===== config.mk =====
export PLATFORM = sky130hd
export DESIGN_NAME = alu_exec_unit
export DESIGN_NICKNAME = d
export VERILOG_FILES = /design/src/rtl/alu_pkg.sv /design/src/rtl/alu_comb_core.sv /design/src/rtl/alu_exec_unit.sv
export SDC_FILE = /design/constraint.sdc
export NUM_CORES = 1
export LEC_CHECK = 0
export CORE_ASPECT_RATIO = 1.4
export CORE_MARGIN = 2
export CORE_UTILIZATION = 58
export DETAILED_ROUTE_END_ITERATION = 16
export HOLD_SLACK_MARGIN = 0.02
export PLACE_DENSITY = 0.83
export REMOVE_ABC_BUFFERS = 1
export SETUP_SLACK_MARGIN = 0.2
export SLEW_MARGIN = 25
export SYNTH_ARGS = -nofsm -noshare
export SYNTH_HDL_FRONTEND = slang
export SYNTH_SLANG_ARGS = --single-unit
export TNS_END_PERCENT = 100

===== constraint.sdc =====
create_clock -name clk -period 4.28 [get_ports clk]
set_input_delay 0.856 -clock clk [delete_from_list [all_inputs] [get_ports clk]]
set_output_delay 0.856 -clock clk [all_outputs]
set_load 0.05 [all_outputs]

===== src/rtl/alu_pkg.sv =====
// Shared ALU definitions: control codes used by the ALU control decoder and the
// execute unit, plus the execute-unit FSM state encoding.
package alu_pkg;

  localparam logic [3:0] ALU_AND = 4'd0;
  localparam logic [3:0] ALU_OR  = 4'd1;
  localparam logic [3:0] ALU_ADD = 4'd2;
  localparam logic [3:0] ALU_SUB = 4'd6;
  localparam logic [3:0] ALU_SLT = 4'd7;
  localparam logic [3:0] ALU_NOR = 4'd12;
  localparam logic [3:0] ALU_SLL = 4'd13;

  typedef enum logic [1:0] {
    IDLE  = 2'd0,
    SHIFT = 2'd1,
    DONE  = 2'd2
  } state_t;

endpackage


===== src/rtl/alu_comb_core.sv =====
// Single-cycle combinational ALU core: AND/OR/ADD/SUB/SLT/NOR, illegal-code
// detection and signed overflow. SLL is a legal code here but is computed by the
// iterative shifter in the execute unit, so the core returns 0 for it.
// Optional feature macro: ALU_OVF_EN (signed overflow flag for ADD/SUB).
module alu_comb_core
  import alu_pkg::*;
#(
  parameter int WIDTH = 32
) (
  input  logic [3:0]       alu_ctl,
  input  logic [WIDTH-1:0] opa,
  input  logic [WIDTH-1:0] opb,
  output logic [WIDTH-1:0] result,
  output logic             illegal,
  output logic             ovf
);

  logic [WIDTH-1:0] sum;
  logic [WIDTH-1:0] diff;

  assign sum  = opa + opb;
  assign diff = opa - opb;

  // Select the operation result; any code outside the defined set is flagged illegal with a zero result
  always_comb begin
    result  = '0;
    illegal = 1'b0;
    case (alu_ctl)
      ALU_AND: result = opa & opb;
      ALU_OR:  result = opa | opb;
      ALU_ADD: result = sum;
      ALU_SUB: result = diff;
      ALU_SLT: result = {{(WIDTH-1){1'b0}}, ($signed(opa) < $signed(opb))};
      ALU_NOR: result = ~(opa | opb);
      ALU_SLL: result = '0;
      default: illegal = 1'b1;
    endcase
  end

`ifdef ALU_OVF_EN
  // Signed overflow: ADD with same-sign operands whose sum flips sign, SUB with opposite-sign operands whose difference differs in sign from opa
  always_comb begin
    ovf = 1'b0;
    case (alu_ctl)
      ALU_ADD: ovf = (opa[WIDTH-1] == opb[WIDTH-1]) && (sum[WIDTH-1] != opa[WIDTH-1]);
      ALU_SUB: ovf = (opa[WIDTH-1] != opb[WIDTH-1]) && (diff[WIDTH-1] != opa[WIDTH-1]);
      default: ovf = 1'b0;
    endcase
  end
`else
  assign ovf = 1'b0;
`endif

endmodule


===== src/rtl/alu_exec_unit.sv =====
// Execute-stage ALU with valid/ready handshakes on both sides. Single-cycle ops
// return a registered result one cycle after accept; SLL uses an iterative
// 1-bit-per-cycle shifter so the result appears shamt+1 cycles after accept.
// Optional feature macro: ALU_OVF_EN (signed overflow flag for ADD/SUB).
module alu_exec_unit
  import alu_pkg::*;
#(
  parameter int WIDTH   = 32,
  parameter int SHAMT_W = 5
) (
  input  logic               clk,
  input  logic               rst_n,
  input  logic               in_valid,
  output logic               in_ready,
  input  logic [3:0]         alu_ctl,
  input  logic [WIDTH-1:0]   opa,
  input  logic [WIDTH-1:0]   opb,
  input  logic [SHAMT_W-1:0] shamt,
  output logic               out_valid,
  input  logic               out_ready,
  output logic [WIDTH-1:0]   result,
  output logic               zero,
  output logic               illegal,
  output logic               ovf
);

  state_t             state;
  state_t             state_nx;
  logic               accept;
  logic [WIDTH-1:0]   sreg;
  logic [SHAMT_W-1:0] cnt;
  logic [WIDTH-1:0]   result_q;
  logic               illegal_q;
  logic               ovf_q;
  logic [WIDTH-1:0]   core_result;
  logic               core_illegal;
  logic               core_ovf;

  alu_comb_core #(
    .WIDTH(WIDTH)
  ) u_core (
    .alu_ctl(alu_ctl),
    .opa    (opa),
    .opb    (opb),
    .result (core_result),
    .illegal(core_illegal),
    .ovf    (core_ovf)
  );

  // State register; reset aborts any shift or pending result
  always_ff @(posedge clk) begin
    if (!rst_n) state <= IDLE;
    else        state <= state_nx;
  end

  // Handshake outputs and next state; DONE can accept a new op in the same cycle its result is taken
  always_comb begin
    state_nx  = state;
    in_ready  = 1'b0;
    out_valid = 1'b0;
    case (state)
      IDLE:  in_ready = 1'b1;
      SHIFT: in_ready = 1'b0;
      DONE: begin
        out_valid = 1'b1;
        in_ready  = out_ready;
      end
      default: state_nx = IDLE;
    endcase
    accept = in_valid & in_ready;
    if (accept) begin
      if (alu_ctl == ALU_SLL && shamt != '0) state_nx = SHIFT;
      else                                   state_nx = DONE;
    end else if (state == DONE && out_ready) begin
      state_nx = IDLE;
    end else if (state == SHIFT && cnt == SHAMT_W'(1)) begin
      state_nx = DONE;
    end
  end

  // Datapath: capture single-cycle results on accept, otherwise step the shifter; the final shift writes straight into the result so latency is shamt+1
  always_ff @(posedge clk) begin
    if (!rst_n) begin
      sreg      <= '0;
      cnt       <= '0;
      result_q  <= '0;
      illegal_q <= 1'b0;
      ovf_q     <= 1'b0;
    end else if (accept) begin
      if (alu_ctl == ALU_SLL) begin
        sreg      <= opb;
        cnt       <= shamt;
        result_q  <= opb;
        illegal_q <= 1'b0;
        ovf_q     <= 1'b0;
      end else begin
        result_q  <= core_result;
        illegal_q <= core_illegal;
        ovf_q     <= core_ovf;
      end
    end else if (state == SHIFT) begin
      sreg <= sreg << 1;
      cnt  <= cnt - SHAMT_W'(1);
      if (cnt == SHAMT_W'(1)) result_q <= sreg << 1;
    end
  end

  assign result  = result_q;
  assign zero    = (result_q == '0);
  assign illegal = illegal_q;
  assign ovf     = ovf_q;

endmodule


==> impl_results.md, run 1 <==
* GRT overflow at 0
* Worst stage delay on the critical path at between 0.6 and 0.7 ns
* Commonest cells after routing, fill and taps aside: nor2_1, o21ai_0, clkdlybuf4s50_1
* CTS root buffer: clkbuf_16
* Cts bufs inserted at 9
* Starting Density at between 50 and 60%
* Die ar. at about 0.016 mm2
* Tmin final at 3.92 ns
* Clk network pwr share at 32.1%
* Pwr dens at 250 mW/mm2
* CP Capture Type: flip-flop
* Global-route usage over all layers at roughly two fifths
* Final hold vios at 0
* First-pass GRT wire length at 50200 um
* Yosys warnings at 0
* Startpoint types: input pin
* Final setup TNS at 0 ns
* Post-Place Cells at between 1500 and 2000
* Yosys top cell by area: dfxtp_1
* CTS sink count at 71
* Ys async rst share at 0%
* Pwr Total at 0.00268 W
* IO Count at 114
* Area Growth Syn to Fin at 21.0%
* Leak at about 4.6 nW
* Synth Instances at 1252
* Storage cell area at 0.00142 mm2
* FP Rows at between 50 and 60
* Skew final at around 0.011 ns
* Post-route antenna net violation count at 0
* Via-to-Cell Ratio at 6.68
* PortBufs at about 110
* CTS Buffer Depth at 2
* Crit-path cells: clkdlybuf4s50_1 -> ha_1 -> inv_1 -> fa_1 -> nor2b_1 -> o31a_1 -> a21oi_1 -> o21a_1 -> o41ai_1 -> o41ai_1 -> buf_4 -> mux2i_1 -> o21ai_1
* Routed wire length at between 30000 and 40000 um
* Postcts setup bufs at 0
* Vias in the first global route at ~9800
* Top_reg_cell synth: dfxtp_1
* Crit Path Category: input pin to flip-flop
* Post-CTS sizing at 0
* Via Count at about 10000
* Die height at 150 um
* Syn Area/Cell at 7.09 um2
* Area contributors post-synth: dfxtp_1, ha_1, o21ai_0
* Htree depth at 3
* CP max FO at 5
* Core Region at approximately 0.015 mm2
* Most used cell along the critical path: o41ai_1
* Max Slew Vio Count at 0
* Combinational power share at around two fifths
* Net Sw Frac at between 30% and 40%
* Number of enable flip-flop cells after synthesis at 0
* Drt pass-1 iters at 6
* Crit share post-route at 91.6%
* Post-DP HPWL at around 24000 um
* Die X at approximately 110 um
* Maxcap violations at 0
* Slew @ Worst Pin at 0.752 ns
* WHS at 0.519 ns
* Worst slew margin at 49.7%
* Mapped Area at around 0.0089 mm2
* Nets at between 1500 and 2000
* Commonest non-fill, non-tap cell in the layout: nor2_1
* CP Data Required Time at ~4.5 ns
* Final setup violation count at 0
* Status: complete, no violations
* Fillers at 1279
* Synthesis-stage register bit count at 71
* Layout cells sized above 1 at about 9%
* Peak supply drop at about 0.17 mV
* Hold_buf cts at 0
* Slowest cell on crit path: o41ai_1
* GPL Wtd Cong at about 1.0
* Drt wl/cell at 20.7 um
* CP arrival at ~4.2 ns
* Net switching power at roughly 0.0011 W
* Sequential power share at between 20% and 30%
* RSZ-0062 raised after global routing: true
* Fmax at approximately 260 MHz
* Pin count of the biggest net entering global routing at 32
* Antenna violations before repair at 0
* Int Power at between 0.0015 and 0.002 W
* Register area share after synthesis at approximately 16%
* Design Area, Final at approximately 0.011 mm2
* Antenna cells at 0
* Post-synth top area share at about 16%
* Reg clk slew, reported paths at approximately 0.070 ns
* Skew-Pair Late Insertion Delay at approximately 0.36 ns
* Worst min path class: flip-flop to flip-flop
* Residual DRC at 0
* Placed cell area at about 0.010 mm2
* Final std cells w/o fill at 1555
* TritonCTS clock tree: built
* Synth cell types at 86
* Multi-input gate area at around 0.0068 mm2
* Initial DRC count at roughly 900
[worst paths after layout]
check	to	slack, ns	depth (start not counted)	startpoint
max reg2reg	result[30]	1.50	10	cnt[1]
max	result[28]	0.36	13	opb[0]
min	result[1]	0.52	2	result[1]
min reg2reg	result[1]	0.52	2	result[1]
[per-layer routing]
layer  up-vias  GRT usage, %  part of all wire (%)
li1       4781             -                     -
met1      4919          47.3                    38
met2       554          65.2                    48
met3       130          5.06                   8.3
met4         0          24.3                   5.7
met5         -             0                     0
[logic make-up after synthesis]
group	count (synthesis)	share of synthesized area, %
adders and majority gates	112	15.9
AOI/OAI and AO/OA	479	36.3
other	1	0.0422
and+or+nand+nor	372	19.6
DFF	71	16.0
xor gates and xnor gates	8	0.789
buffers and inverters	183	8.31
muxes	26	2.97
[power by group through the flow]
stage / sequential (W) / clock [W] / combinational [W]
2_1_floorplan: 0.000781 / 0 / 0.000602
3_3_place_gp: 0.000732 / 0 / 0.00106
3_5_place_dp: 0.000732 / 0 / 0.00107
4_1_cts: 0.000718 / 0.000853 / 0.00108
5_1_grt: 0.000721 / 0.000879 / 0.00119
6_report: 0.000719 / 0.000861 / 0.00110
[layout make-up]
type                    count  area share (%)
repair buffers            181            15.3
clock buffers              10            2.13
clock inverters             6           0.792
flip-flops and latches     71            13.2
multi-input cells         998            63.0
well taps                 192            2.24
inverters                  97            3.39
[flip-flops by register name, summed over array words and instances, names as in the netlist]
| register | flops |
|---|---|
| cnt | 5 |
| illegal | 1 |
| result | 32 |
| sreg | 31 |
| state | 2 |
[stage by stage]
| stage | setup slack (ns) | utilization, % |
|---|---|---|
| after CTS | 0.429 | 71.7 |
| after global placement | 0.152 | 69.6 |
| final | 0.360 | 71.7 |
| after detailed placement | 0.0739 | 69.6 |
| after global routing | 0.191 | 71.7 |
| after floorplan | -1.91 | - |
[synth_stat cells, drive strengths merged, types with 10 or more instances]
cell type / n
nor2: 132
o21ai: 124
ha: 110
a21oi: 106
nand2: 104
inv: 97
dfxtp: 71
clkbuf: 66
o211ai: 38
mux2i: 23
a221oi: 21
nor3: 21
buf: 20
a22oi: 19
nand3: 18
nor4: 18
o21bai: 18
nor2b: 17
a21o: 15
and3: 14
nand2b: 14
a31oi: 13
o21a: 13
o31ai: 11
a211o: 10
a211oi: 10
[critical path: cells and delay by family]
kind | cells | cell delay (ns)
adder cells (fa/ha/maj) | 2 | 0.64
multiplexers | 1 | 0.16
buffers and inverters | 3 | 0.81
AO/OA/AOI/OAI | 6 | 1.51
AND/OR/NAND/NOR | 1 | 0.18
Note: power is estimated with default switching activity, not from simulation.
==> run 2, diff against run 1 <==
ABC_CLOCK_PERIOD_IN_PS = 4280   (was default)
GPL_TIMING_DRIVEN = 0   (was default)
==> run 2 against run 1 <==
  * Power decreased by 3.1%
  * Register-to-register slack got worse by 0.34 ns
  * Sequential share of layout area increased by 0.32 points
  * Final area decreased by 2.4%
  * Combinational power decreased by 5%
  * Fmax decreased by 4.7%
  * Non-clock buffer count decreased by 51
  * Core utilization decreased by 1.7 points
  * Global-route usage decreased by 2.3 points
  * Worst setup slack got worse by 0.19 ns
  * Sequential power about the same
  * Wire length decreased by 4.4%
  * Critical endpoint is now result[27]
==> impl_results.md, run 2 (synthesis results as in run 1) <==
* Status: complete, no violations
* Final setup violation count at 0
* Area Growth Syn to Fin at 18.2%
* CTS root buffer: clkbuf_16
* CP Capture Type: flip-flop
* CP arrival at 4.34 ns
* Pin count of the biggest net entering global routing at 54
* Post-Place Cells at 1486
* Skew final at between 0.009 and 0.01 ns
* Skew-Pair Late Insertion Delay at between 0.3 and 0.4 ns
* Antenna violations before repair at 0
* Htree depth at 3
* Final std cells w/o fill at 1503
* Drt wl/cell at between 20 and 25 um
* Residual DRC at 0
* Vias in the first global route at about 9300
* Routed wire length at 30700 um
* Startpoint types: input pin
* Global-route usage over all layers at between 30 and 40%
* Tmin final at around 4.1 ns
* Hold_buf cts at 0
* First-pass GRT wire length at around 48000 um
* Initial DRC count at roughly 1000
* Worst slew margin at 35.9%
* Pwr dens at 248 mW/mm2
* Max FFs per register at 32
* Slew @ Worst Pin at about 0.96 ns
* Leak at 4.40 nW
* TritonCTS clock tree: built
* FP Rows at between 50 and 60
* Fmax at 243 MHz
* Core Region at 0.0150 mm2
* RSZ-0062 raised after global routing: true
* Commonest cells after routing, fill and taps aside: nor2_1, o21ai_0, clkdlybuf4s50_1
* Drt pass-1 iters at 7
* GRT overflow at 0
* Fillers at between 1000 and 1500
* Reg clk slew, reported paths at 0.06 ns
* Layout cells sized above 1 at about 6.3%
* Worst min path class: flip-flop to flip-flop
* CTS sink count at between 70 and 80
* Post-DP HPWL at 22200 um
* CP Data Required Time at 4.51 ns
* Commonest non-fill, non-tap cell in the layout: nor2_1
* Crit share post-route at a little over nine tenths
* Peak supply drop at 0.165 mV
* Max Slew Vio Count at 0
* Antenna cells at 0
* CP max FO at 10
* Nets at ~1500
* GPL Wtd Cong at just over 1
* Die ar. at roughly 0.016 mm2
* Cts bufs inserted at 9
* Final Core Density at between 70% and 80%
* Final hold vios at 0
* Post-route antenna net violation count at 0
* Via Count at slightly above 10000
* PortBufs at ~110
* Die height at between 150 and 200 um
* IO Count at approximately 110
* Maxcap violations at 0
* Crit Path Category: input pin to flip-flop
* Via-to-Cell Ratio at 6.69
* Starting Density at a little under 60%
* CTS Buffer Depth at 2
* Die X at ~110 um
[run 2: cell count changes in the layout (fill, tap and decap cells not counted), moves of 2 or more]
cell and delta:
ha_1 -3, clkbuf_8 +2, ha_2 +3, a21oi_2 +2
buf_4 -64, buf_16 +4, nor2_4 +3, buf_2 +8
nor2_2 -2, a21oi_1 -2
[run 2: worst max-delay path, cell delays in order]
cell,delay (ns)
clkdlybuf4s50_1,0.55
inv_1,0.10
ha_1,0.49
inv_1,0.21
o31ai_2,0.37
a221oi_1,0.20
nor2b_1,0.18
a21bo_2,0.28
o31ai_4,0.35
a21oi_1,0.10
nand4b_1,0.30
a311oi_1,0.34
[run 2: through the flow]
stage	power [W]	area (um2)	hold WS, ns	setup TNS, ns	worst slack [ns]
3_3_place_gp	0.00171	9870	0.497	-225.14	-4.03
4_1_cts	0.00256	10400	0.529	0	0.262
2_1_floorplan	0.00138	8510	0.477	-80.51	-1.91
3_5_place_dp	0.00174	10100	0.512	-0.144	-0.0916
6_report	0.00260	10500	0.528	0	0.166
5_1_grt	0.00270	10500	0.549	0	0.0790
[run 2: power by group]
group	leakage, nW	internal, W	switching (W)
sequential	0.577	0.000691	0.0000274
clock	0.144	0.000483	0.000350
combinational	3.68	0.000389	0.000660
[run 2: cell type report]
type                       count  area, um2  share of cell area, %
clock inverter                 4       53.8                  0.513
tap                          192        240                   2.29
multi-input combinational    998       6830                   65.1
timing repair buffer         130       1330                   12.7
clock buffer                  11        253                   2.41
inverter                      97        365                   3.48
sequential                    71       1420                   13.5
[run 2: final timing paths]
path	startpoint	endpoint	slack, ns	cells after the start
worst max-delay path	opb[10]	result[27]	0.17	12
worst min-delay path	sreg[30]	sreg[30]	0.53	2
worst max register to register	cnt[1]	result[30]	1.16	10
worst min register to register	sreg[30]	sreg[30]	0.53	2
[run 2: timing repair]
| item | in CTS | in global routing |
|---|---|---|
| resized for setup | 0 | 9 |
| setup endpoints to repair | 0 | 9 |
| buffers inserted | 0 | 2 |
[run 2: per-layer routing]
| metal | vias up | track usage, % | routed length [um] |
|---|---|---|---|
| met5 | - | 0 | 0 |
| met4 | 0 | 19.9 | 1490 |
| met3 | 141 | 5.41 | 2390 |
| met2 | 507 | 63.1 | 14900 |
| met1 | 4722 | 44.0 | 11900 |
| li1 | 4684 | - | - |
